`config.mk`:
```
export PLATFORM = sky130hd
export DESIGN_NAME = thermo_tick_gen
export DESIGN_NICKNAME = d
export VERILOG_FILES = /design/src/rtl/thermo_tick_gen.sv
export SDC_FILE = /design/constraint.sdc
export NUM_CORES = 1
export LEC_CHECK = 0
export ABC_CLOCK_PERIOD_IN_PS = 4900
export CAP_MARGIN = 10
export CORE_ASPECT_RATIO = 1.5
export CORE_MARGIN = 4
export CORE_UTILIZATION = 43
export CTS_CLUSTER_SIZE = 8
export DETAILED_ROUTE_END_ITERATION = 8
export HOLD_SLACK_MARGIN = 0.02
export PLACE_DENSITY = 0.84
export SLEW_MARGIN = 20
export SYNTH_ARGS = -nofsm -noshare
export SYNTH_HDL_FRONTEND = slang
export SYNTH_SLANG_ARGS = --single-unit
```
`constraint.sdc`:
```
create_clock -name clock -period 4.9 [get_ports clock]
set_input_delay 0.49 -clock clock [delete_from_list [all_inputs] [get_ports clock]]
set_output_delay 0.49 -clock clock [all_outputs]
set_load 0.01 [all_outputs]
```
`src/rtl/thermo_tick_gen.sv`:
```
// Watches an upstream thermometer fill counter, restarts it, and emits a tick each time it saturates.
// Optional thermometer-validity checker is built when THERMO_TICK_ERR_CHECK_EN is defined.
module thermo_tick_gen #(
    parameter int WIDTH  = 32,
    parameter int LVL_W  = 6,
    parameter int TICK_W = 16
) (
    input  logic              clock,
    input  logic              reset,
    input  logic              enable,
    input  logic [WIDTH-1:0]  fill,
    output logic              restart,
    output logic              tick,
    output logic [LVL_W-1:0]  level,
    output logic [TICK_W-1:0] tick_count,
    output logic              busy,
    output logic              err
);

    typedef enum logic [1:0] {
        IDLE    = 2'd0,
        CLEAR   = 2'd1,
        FILLING = 2'd2,
        FULL    = 2'd3
    } state_t;

    state_t             state_q, state_d;
    logic [1:0]         clrCnt_q, clrCnt_d;
    logic [TICK_W-1:0]  tickCnt_q, tickCnt_d;
    logic [LVL_W-1:0]   level_q, level_d;
    logic               restart_q, tick_q, busy_q;

    function automatic logic [LVL_W-1:0] popCount(input logic [WIDTH-1:0] v);
        logic [LVL_W-1:0] c;
        c = '0;
        for (int i = 0; i < WIDTH; i++) begin
            c = c + LVL_W'(v[i]);
        end
        return c;
    endfunction

    always_comb begin
        state_d   = state_q;
        clrCnt_d  = clrCnt_q;
        tickCnt_d = tickCnt_q;
        level_d   = popCount(fill);
        case (state_q)
            IDLE: begin
                if (enable) begin
                    state_d  = CLEAR;
                    clrCnt_d = 2'd0;
                end
            end
            // Upstream reset is held for two cycles regardless of enable.
            CLEAR: begin
                if (clrCnt_q == 2'd1) begin
                    state_d = FILLING;
                end else begin
                    clrCnt_d = clrCnt_q + 2'd1;
                end
            end
            FILLING: begin
                if (!enable) begin
                    state_d = IDLE;
                end else if (&fill) begin
                    state_d = FULL;
                end
            end
            FULL: begin
                tickCnt_d = tickCnt_q + TICK_W'(1);
                clrCnt_d  = 2'd0;
                state_d   = enable ? CLEAR : IDLE;
            end
            default: state_d = IDLE;
        endcase
    end

    // Outputs are registered from the next state so nothing from fill/enable reaches a port combinationally.
    always_ff @(posedge clock) begin
        if (reset) begin
            state_q   <= IDLE;
            clrCnt_q  <= 2'd0;
            tickCnt_q <= '0;
            level_q   <= '0;
            restart_q <= 1'b0;
            tick_q    <= 1'b0;
            busy_q    <= 1'b0;
        end else begin
            state_q   <= state_d;
            clrCnt_q  <= clrCnt_d;
            tickCnt_q <= tickCnt_d;
            level_q   <= level_d;
            restart_q <= (state_d == CLEAR);
            tick_q    <= (state_d == FULL);
            busy_q    <= (state_d != IDLE);
        end
    end

    assign restart    = restart_q;
    assign tick       = tick_q;
    assign busy       = busy_q;
    assign level      = level_q;
    assign tick_count = tickCnt_q;

`ifdef THERMO_TICK_ERR_CHECK_EN
    logic err_q;
    logic thermoOk;

    // A valid word is 2^k-1: adding one clears every set bit.
    assign thermoOk = ((fill & (fill + WIDTH'(1))) == '0);

    always_ff @(posedge clock) begin
        if (reset) begin
            err_q <= 1'b0;
        end else if ((state_q == FILLING) && !thermoOk) begin
            err_q <= 1'b1;
        end
    end

    assign err = err_q;
`else
    assign err = 1'b0;
`endif

endmodule

```
==> reports/qor.tcl <==
set qor(clock_tree.htree_level_count) 2
set qor(ys_async_sr_fraction_pct) 0
set qor(initial_antenna_violation_count) 0
set qor(finalHoldViolations) 0
set qor(synth_warnings) 0
set qor(critPathCaptureType) {flop}
set qor(layout_worst_path_cycle_share_pct) 96.8
set qor(postRouteWirelength_mm) 5.07
set qor(via_cell_ratio) 5.10
set qor(grt.overflow.total) 0
set qor(ant_nets) 0
set qor(wire_per_inst_um) 14.2
set qor(clk_latency_ns) 0.28
set qor(synth-edff-count) 0
set qor(hold_path.startpoint) {tick_count[15]$_SDFFE_PP0N_}
set qor(clock_sinks) 29
set qor(grt_pass1_wl_mm) 7.71
set qor(post-place-ws_ns) -0.372
set qor(synth-seq-cells) 29
set qor(worst-endpoint-arrival_ns) 4.94
set qor(worstPathMaxFanout) 2
set qor(dpl_cell_area_um2) 2780
set qor(detailroute.via_count) 1826
set qor(ctsHoldBuffers) 0
set qor(power.combinational.fraction_pct) 67.7
set qor(sw_frac_of_total_pct) 38.8
set qor(number_of_port_buffers) 59
set qor(finalClockSkew_ns) 0.00584
set qor(tightest_slew_ns) 0.626
set qor(seq_area_frac_synth_pct) 27.5
set qor(synth_nets) 301
set qor(power.sequential.fraction_pct) 18.9
set qor(num-fill-cells) 425
set qor(via_count_of_the_first_global_routing_pass) 1829
set qor(rr_startpoint) {state_q[1]$_SDFF_PP0_}
set qor(final_area_um2) 2930
set qor(fin_nets) 366
set qor(power_density_nw_per_um2) 488
set qor(total_standard_cell_area_after_synthesis_um2) 2110
set qor(firstDrtPassIters) 5
set qor(final_period_minus_worst_setup_slack_ns) 4.74
set qor(startpoint_type) {primary input}
set qor(critical_path.startpoint) {fill[11]}
set qor(timing.hold.worst.class) {reg2reg}
set qor(cts-buffers-inserted) 5
set qor(post_synth_num_cell_types) 39
set qor(required_time_of_the_worst_setup_path_ns) 5.10
set qor(tritoncts) {done}
set qor(final_max_slew_viol_count) 0
set qor(syn_inst) 227
set qor(drc_errors) 0
set qor(dp.final_hpwl_mm) 4.00
set qor(worst_hold_slack_ns) 0.480
set qor(die_x_um) 65.2
set qor(pin_count) 61
set qor(detail_route.iter0.violations) 151
set qor(worstHoldPathCells) 2
set qor(worst_slack_ns) 0.158
set qor(relative_slew_slack_pct) 58.3
set qor(synth_area_per_cell_um2) 9.31
set qor(maximum_number_of_pins_on_one_net_before_global_route_repair) 28
set qor(clock_power_share_pct) 13.4
set qor(leakage_nw) 1.34
set qor(areaGrowthSynthToFinish_pct) 38.5
set qor(max_clock_freq_mhz) 211
set qor(critPathKind) {in2reg}
set qor(internal_power_mw) 0.874
set qor(track_usage_pct) 16.5
set qor(antennaDiodeCount) 0
set qor(initial_utilization_pct) 43.9
set qor(outcome) {finished clean}
set qor(routabilityCongestion) 0.880
set qor(ys.flop_type) {dfxtp_1}
set qor(power.ir.vdd_worst_mv) 0.564
set qor(max_cap_viol_count) 0
set qor(core_region_area_um2) 4810
set qor(worst-r2r-cell-count) 5
set qor(power_dissipated_by_switching_net_loads_mw) 0.555
set qor(layout-drive-gt1-share_pct) 8.22
set qor(rows) 31
set qor(worst_setup_hold_path_clk_slew_ns) 0.06
set qor(setup_viol_count_final) 0
set qor(height_of_the_die_um) 93.9
set qor(cts.root.buffer_cell) {clkbuf_8}
set qor(clock_tree_buffer_depth) 2
set qor(die-area_um2) 6120
==> flip-flops by register name, summed over array words and instances, names as in the netlist <==
signal      cells
tick            1
tick_count     16
busy            1
level           6
state_q         2
clrCnt_q        2
restart         1
==> cells in the mapped netlist (all sizes together) (2+ instances only) <==
master,count,area (um2)
a21o,2,15.0
a21oi,8,40.0
and3,3,18.8
and4,2,20.0
buf,3,20.0
clkbuf,3,11.3
dfxtp,29,581
fa,24,480
ha,15,188
inv,42,158
nand2,9,33.8
nand3,6,42.5
nand4,12,75.1
nor2,17,63.8
nor2b,5,31.3
nor3,4,20.0
nor4,2,12.5
o21ai,9,45.0
o31ai,3,22.5
or3,3,22.5
or4,2,15.0
xnor2,3,26.3
xor2,8,70.1
==> critical path, cell delays in order <==
cell and delay (ns):
dlymetal6s2s_1 0.15, fa_1 0.55, inv_1 0.06, fa_1 0.55, fa_1 0.45, fa_1 0.49
fa_1 0.54, fa_1 0.42, inv_1 0.07, ha_2 0.18, inv_1 0.06, fa_2 0.42
nor2b_4 0.14, o21ai_2 0.06, nor3b_2 0.15, nor3_1 0.14
==> area by class of cell <==
class | instances | area [um2] | area share, %
repair buffers | 64 | 651 | 22.2
clock buffers | 7 | 86.3 | 2.95
well taps | 66 | 82.6 | 2.82
inverters | 42 | 158 | 5.39
multi-input cells | 150 | 1370 | 46.8
flip-flops and latches | 29 | 581 | 19.8
==> layout by cell type, fill, tap and decap left out, types with 4 or more instances in the layout <==
cell type        count
nor2b_1              4
clkdlybuf4s50_1     44
inv_1               42
dfxtp_1             29
ha_1                14
clkbuf_8             6
o21ai_0              8
dlymetal6s2s_1      13
nand4_1             12
fa_1                23
nor2_1              17
nand3_1              5
a21oi_1              7
nand2_1              9
xor2_1               8
buf_4                5
nor3_1               4
==> final timing paths <==
| path | slack [ns] | to |
|---|---|---|
| min reg2reg | 0.48 | tick_count[15]$_SDFFE_PP0N_ |
| min | 0.48 | tick_count[15]$_SDFFE_PP0N_ |
| max reg2reg | 3.04 | tick_count[14]$_SDFFE_PP0N_ |
| max | 0.16 | level[4]$_SDFF_PP0_ |
==> power groups by stage <==
stage	logic (mW)	registers (mW)	clock network [mW]
after CTS	0.866	0.271	0.198
after floorplan	0.557	0.284	0
after global routing	1.12	0.274	0.208
final	0.968	0.270	0.191
after detailed placement	0.804	0.276	0
after global placement	0.761	0.276	0
==> cell families (layout without fill, tap and decap cells) <==
family,Yosys count,in the layout,share of synthesized area [%]
multiplexers,1,1,0.474
other,1,1,0.177
adder cells (fa/ha/maj),39,39,31.6
XOR/XNOR,11,11,4.56
AND/OR/NAND/NOR,68,68,17.9
AO/OA/AOI/OAI,30,30,8.88
flip-flops,29,29,27.5
buffers and inverters,48,113,8.94
==> stage by stage <==
step / utilization, % / total power, mW / cells / TNS (ns)
global route: 60.8 / 1.60 / 358 / -0.0278
floorplan: - / 0.841 / 227 / 0
global placement: 57.8 / 1.04 / 349 / -0.813
finish: 60.8 / 1.43 / 358 / 0
CTS: 59.7 / 1.33 / 357 / -0.0191
detailed placement: 57.8 / 1.08 / 349 / -1.23
==> metal layers <==
metal | vias up | global-route usage [%] | share of wire [%] | routed length, um
met2 | 82 | 33.4 | 57 | 2910
met4 | 0 | 7.79 | 2.8 | 142
met1 | 859 | 14.8 | 33 | 1700
met3 | 10 | 3.59 | 6.4 | 323
li1 | 875 | - | - | -
met5 | - | 0 | 0 | 0
==> what timing repair did <==
action / CTS / global route
pin swaps: 4 / 14
resized for setup: 5 / 23
buffers inserted: 1 / 1
endpoints found under the setup margin: 3 / 4
No activity file was read; power rests on OpenSTA's default activity.
